### src/rtl/debouncer_multi.sv
// Multi-channel debouncer: per-channel synchroniser, polarity normalisation, debounce filter,
// press/release pulses and long-press detection. Optional auto-repeat with DEBOUNCER_MULTI_REPEAT_EN.
module debouncer_multi #(
  parameter int                   CHANNELS        = 4,
  parameter logic [CHANNELS-1:0]  IDLE_LEVEL      = {CHANNELS{1'b1}},
  parameter int                   SYNC_STAGES     = 2,
  parameter int                   DEBOUNCE_CYCLES = 1000,
  parameter int                   HOLD_CYCLES     = 50000000,
  parameter int                   REPEAT_CYCLES   = 10000000
) (
  input  logic                clk,
  input  logic                rst,
  input  logic [CHANNELS-1:0] in,
  output logic [CHANNELS-1:0] pressed,
  output logic [CHANNELS-1:0] press,
  // "release" is a reserved word, hence the suffix
  output logic [CHANNELS-1:0] release_pulse,
  output logic [CHANNELS-1:0] long_press
);

  localparam int DW = $clog2(DEBOUNCE_CYCLES + 1);
  localparam int HW = $clog2(HOLD_CYCLES + 1);
`ifdef DEBOUNCER_MULTI_REPEAT_EN
  localparam int RW = $clog2(REPEAT_CYCLES + 1);
`endif

  if (CHANNELS < 1 || SYNC_STAGES < 1 || DEBOUNCE_CYCLES < 1 ||
      HOLD_CYCLES < 1 || REPEAT_CYCLES < 1) begin : g_bad_param
    $error("debouncer_multi: all size parameters must be >= 1");
  end

  function automatic logic [HW-1:0] hold_step(input logic [HW-1:0] c);
    return (c == HW'(HOLD_CYCLES)) ? c : c + 1'b1;
  endfunction

  for (genvar g = 0; g < CHANNELS; g++) begin : g_ch
    logic [SYNC_STAGES-1:0] sync_p0;
    logic                   s_p1;
    logic [DW-1:0]          db_cnt_p1;
    logic [HW-1:0]          hold_cnt_p2;
    logic                   pressed_r, press_r, release_r, long_r;
    logic                   toggle, hold_hit, hold_done, rpt_fire;

    // Stage p0: synchroniser chain, resting at the idle level
    always_ff @(posedge clk) begin
      if (rst) begin
        sync_p0 <= {SYNC_STAGES{IDLE_LEVEL[g]}};
      end else begin
        sync_p0[0] <= in[g];
        for (int j = 1; j < SYNC_STAGES; j++) sync_p0[j] <= sync_p0[j-1];
      end
    end

    // Stage p1: normalised level and debounce filter; any return to stable clears the count
    assign s_p1   = sync_p0[SYNC_STAGES-1] ^ IDLE_LEVEL[g];
    assign toggle = (s_p1 != pressed_r) && (db_cnt_p1 == DW'(DEBOUNCE_CYCLES - 1));

    always_ff @(posedge clk) begin
      if (rst) begin
        db_cnt_p1 <= '0;
        pressed_r <= 1'b0;
        press_r   <= 1'b0;
        release_r <= 1'b0;
      end else begin
        press_r   <= toggle & ~pressed_r;
        release_r <= toggle & pressed_r;
        if (s_p1 == pressed_r) begin
          db_cnt_p1 <= '0;
        end else if (toggle) begin
          db_cnt_p1 <= '0;
          pressed_r <= ~pressed_r;
        end else begin
          db_cnt_p1 <= db_cnt_p1 + 1'b1;
        end
      end
    end

    // Stage p2: hold timer, saturating at HOLD_CYCLES so long_press fires once per press
    assign hold_done = (hold_cnt_p2 == HW'(HOLD_CYCLES));
    assign hold_hit  = pressed_r && !toggle && (hold_cnt_p2 == HW'(HOLD_CYCLES - 1));

    always_ff @(posedge clk) begin
      if (rst) begin
        hold_cnt_p2 <= '0;
        long_r      <= 1'b0;
      end else begin
        long_r <= hold_hit | rpt_fire;
        if (toggle || !pressed_r) hold_cnt_p2 <= '0;
        else                      hold_cnt_p2 <= hold_step(hold_cnt_p2);
      end
    end

`ifdef DEBOUNCER_MULTI_REPEAT_EN
    logic [RW-1:0] rpt_cnt_p2;
    assign rpt_fire = pressed_r && !toggle && hold_done &&
                      (rpt_cnt_p2 == RW'(REPEAT_CYCLES - 1));

    always_ff @(posedge clk) begin
      if (rst || toggle || !pressed_r || !hold_done) rpt_cnt_p2 <= '0;
      else if (rpt_cnt_p2 == RW'(REPEAT_CYCLES - 1)) rpt_cnt_p2 <= '0;
      else rpt_cnt_p2 <= rpt_cnt_p2 + 1'b1;
    end
`else
    logic unused_done;
    assign unused_done = hold_done;
    assign rpt_fire    = 1'b0;
`endif

    assign pressed[g]       = pressed_r;
    assign press[g]         = press_r;
    assign release_pulse[g] = release_r;
    assign long_press[g]    = long_r;
  end

endmodule

### config.mk
export PLATFORM = sky130hd
export DESIGN_NAME = debouncer_multi
export DESIGN_NICKNAME = d
export VERILOG_FILES = /design/src/rtl/debouncer_multi.sv
export SDC_FILE = /design/constraint.sdc
export NUM_CORES = 1
export LEC_CHECK = 0
export CAP_MARGIN = 0
export CORE_MARGIN = 5
export CORE_UTILIZATION = 55
export DETAILED_ROUTE_END_ITERATION = 8
export MAX_ROUTING_LAYER = met4
export PLACE_DENSITY = 0.7
export SLEW_MARGIN = 20
export SYNTH_ARGS = -nofsm -noshare
export SYNTH_HDL_FRONTEND = slang
export SYNTH_SLANG_ARGS = --single-unit
### constraint.sdc
create_clock -name clk -period 3.5 [get_ports clk]
set_input_delay 0.7 -clock clk [delete_from_list [all_inputs] [get_ports clk]]
set_output_delay 0.7 -clock clk [all_outputs]
set_load 0.01 [all_outputs]
-- After elaboration in Yosys (flattened, before gate mapping)
Index checks and enable logic that the tools add are counted.
- register bits: 168
- latch bits: 0
- RAM bits: 0
- memory bits (read-only): 0
- input bits: 6
- output and inout bits: 16
- logic and storage cells: 112
- memories: 0
- add/sub/neg operators: 8
- multiply operators: 0
- div/mod/pow operators: 0
- $lt $le $gt $ge: 0
- equality and inequality tests: 20
- shift-type cells: 0
- multiplexer cells: 0
- bitwise gates (word level): 20
- reduce and logical (&&, ||, !) cells: 36
- operator list (kind ; count):
    == test 26 bit, second input constant ; 8
    adder 26 x 1 -> 26 bit, second input constant ; 4
    adder 10 x 1 -> 10 bit, second input constant ; 4
    == test 10 bit, second input constant ; 4
    logical AND 1 bit ; 12
    inverter 1 bit ; 12
    OR reduction 3 bit ; 4
    AND 1 bit ; 8
    logical NOT 1 bit ; 8
    AND reduction 2 bit ; 4
    OR reduction 2 bit ; 4
    == test 1 bit ; 4
    logical OR 1 bit ; 4
    inequality test 1 bit ; 4

-- Logic depth before layout (Yosys ltp)
- word-level depth: 6
- depth in mapped cells: 7
- gate-level depth less buffers: 6

-- Worst setup path after synthesis
No wires, ideal clock.
- kind: register to register
- start point: reg g_ch[2].hold_cnt_p2[10]
- end point: reg g_ch[2].hold_cnt_p2[18]
- setup time: 0.129 ns
- data arrival time: 1.676 ns
- data required time: 3.371 ns
- slack: 1.695 ns
- cell stages (with the launch flop): 7
- buffers on the path: 1
- period minus slack after synthesis: 1.805 ns
- cells stage by stage: dfxtp_1 nand4_2 or4_4 buf_6 or3_1 xor2_1 nor2_1
- cells in the longest elaborated chain, start to end: 1
- elaborated cells between the ends (all ways): 2
- those cells by class: 1 x add/sub; 1 x eq/ne
- ends and longest elaborated chain (what ; line ; RTL):
    start, declared ; 40 ; logic [HW-1:0] hold_cnt_p2;
    start signal, assigned ; 89 ; else hold_cnt_p2 <= hold_step(hold_cnt_p2);
    adder 26 x 1 -> 26 bit / == test 26 bit (equally long branches) ; 33 ; return (c == HW'(HOLD_CYCLES)) ? c : c + 1'b1;
Parallel ways exist; a longest one is shown, timed or not.
A chain may end at the register's enable or synchronous reset.

-- Worst setup path after layout
- start point: reg g_ch[2].hold_cnt_p2[2]
- end point: reg g_ch[2].hold_cnt_p2[11]
The elaborated chain is that of the path after synthesis.

==> metrics <==
worst vdd ir=0.4785 mV; number of CTS-inserted buffers=17; Clock Latency Late Sink=0.42 ns; layout cells sized above 1=6.375%; Final TNS setup=0 ns; number of DRC markers in iteration 0=338; Arr. time, crit path=2.58 ns; Synth Register Bits=168; Post-synth EDFFs=0; CTS tree=yes; Crit. End Element=register; status=completed; PwrDens=453.1 nW/um2; Buffers on Ports=21; Max stage delay cell, worst path=or3_1; Seq/Total Area, Yosys=45.64%; CP dominant cell by count=or3_1; GPL Wtd Cong=0.8388; HP Start=g_ch[3].sync_p0[0]; top cells by area, synth=dfxtp_1 (46%), nor2_1 (7.7%), xnor2_1 (7.6%), xor2_1 (7.4%), nand3_1 (3.5%); area delta synth->final=10.85%; Avg Inst Size Synth=8.867 um2; Hold Buf Count CTS=0; CP Class=register to register; io pins=22; Cell Area, Synth=7368 um2; first-pass GRT wire length=23170 um; initial core utilization=55.86%; Vias per Instance=5.373; relative slew slack=46.87%; max-slew violation count=0; Hold WS=0.4087 ns; clk_skew=0.006415 ns; DR WL/cell=12.57 um; antenna violations before repair=0; fin crit share=64.24%; # H-tree levels=4; synth warn=0; Ant. Diodes=0; Leak=0.002513 uW; vias in the first global route=5268; Final HPWL DP=9025 um; count leader, synth=dfxtp_1; Worst-path clk slew=0.06 ns; CTS max path bufs=2; Post-synth top flop=dfxtp_1; Post-Syn Nets=849; FFs w/ async S/R, synth=0%; top cell type's share of synthesized area=45.64%; # nets final=853; final global-route overflow total=0; overall fraction of global-route tracks in use=17.69%; Root Driver=clkbuf_16; Sw Share=19.19%; Worst Setup Start Kind=register; Post-synth top cells=dfxtp_1 (168), nor2_1 (151), xnor2_1 (64); Period minus WS final=2.249 ns; Reg power frac=51.9%; Req. time, crit path=3.83 ns; vias post-DR=5497; Clock power frac=47.5%; Pre-antenna DRT Iters=5; Tot Pwr=3701 uW; Yosys cell types=44; Yosys top cell by area=dfxtp_1; Final ANT Viol Nets=0; Final Hold Fails=0; post-CTS sizing=0; final setup fails=0; Worst-Margin Slew=0.7896 ns; post-synthesis cell count=831; CP max FO=13; residual DRC count=0; Maximum Capacitance Violations=0; die area=15810 um2; max incr delay on CP=0.52 ns; critical path cell sequence=and3_1 > nand4_1 > or3_1 > or3_1 > a21oi_1; largest net degree at the start of global routing=28; Post-CTS Setup Inserts=0; Comb pwr share=0.5%; Crit Reg-Reg Startpoint=g_ch[2].hold_cnt_p2[2]; Core ar.=13190 um2; sw power=710.3 uW; fin util=61.92%; drt total wl=12860 um; Sink Count=168; CP startpoint=g_ch[2].hold_cnt_p2[2]; die width=125.7 um; Hold WC Path Type=register to register; RSZ-0062 raised after global routing=no; max frequency=444.7 MHz; Int Pwr=2991 uW; Core Rows=42; Die Ht=125.7 um
-- metal layers --
metal,wire (um),share of wire (%),global-route usage [%]
met1,6378,50,22.64
met2,5937,46,27.44
met3,404,3.1,4.615
met4,135,1.1,5.868
met5,0,0,-
-- critical path: cells and delay by family (launching register included) --
family,cells,cell delay [ns]
compound gates,1,0.17
flops,1,0.41
simple gates,4,1.59
-- metrics by stage --
stage               setup WS [ns]  cells  cell area (um2)
floorplan                   1.695    831             7368
global placement           0.9483    992             7611
detailed placement         0.8795    992             7611
CTS                         1.260   1023             8168
global route               0.9942   1023             8168
finish                      1.251   1023             8168
-- power by group through the flow --
stage,sequential [uW],combinational (uW),clock (uW)
2_1_floorplan,1960,11.8,0
3_3_place_gp,1960,19.6,0
3_5_place_dp,1960,20.1,0
4_1_cts,1920,20.2,1800
5_1_grt,1920,22.9,1890
6_report,1920,20.1,1760
-- state kept, by name, summed over array words and instances, names as in the netlist --
register / cells
g_ch.db_cnt_p1: 40
g_ch.hold_cnt_p2: 104
g_ch.long_r: 4
g_ch.press_r: 4
g_ch.pressed_r: 4
g_ch.release_r: 4
g_ch.sync_p0: 8
-- logic make-up after synthesis --
group	count (synthesis)	synth area share [%]
xor gates and xnor gates	126	14.98
AOI/OAI and AO/OA	20	1.392
buffers and inverters	61	4.025
adders and majority gates	12	2.038
DFF	168	45.64
muxes	4	0.5434
and+or+nand+nor	440	31.38
-- cell type report --
type                            instances  area (um2)
Tap cell                              176       220.2
Multi-Input combinational cell        602        3709
Sequential cell                       168        3363
Clock buffer                           23       457.9
Timing Repair Buffer                   25       240.2
Clock inverter                          8       98.84
Fill cell                            1145        5022
Inverter                               21       78.83
-- cell usage in the layout (no fill, tap or decap), drive strengths merged, types with 3 or more instances in the layout --
master	count
a21oi	10
and2	5
and3	22
and4	15
buf	4
clkbuf	23
clkdlybuf4s50	21
clkinv	4
dfxtp	168
ha	12
inv	21
mux2i	4
nand2	42
nand2b	4
nand3	53
nand4	38
nand4b	4
nor2	153
nor2b	6
nor3	32
nor4	21
nor4b	9
o21ai	9
or2	8
or3	17
or3b	3
xnor2	64
xor2	62
-- path summary, 6_finish.rpt --
path / to / slack [ns] / depth (start not counted)
worst min register to register: g_ch[3].sync_p0[1] / 0.41 / 1
worst max register to register: g_ch[2].hold_cnt_p2[11] / 1.25 / 5
worst min-delay path: g_ch[3].sync_p0[1] / 0.41 / 1
worst max-delay path: g_ch[2].hold_cnt_p2[11] / 1.25 / 5
No activity file was read; power rests on OpenSTA's default activity.
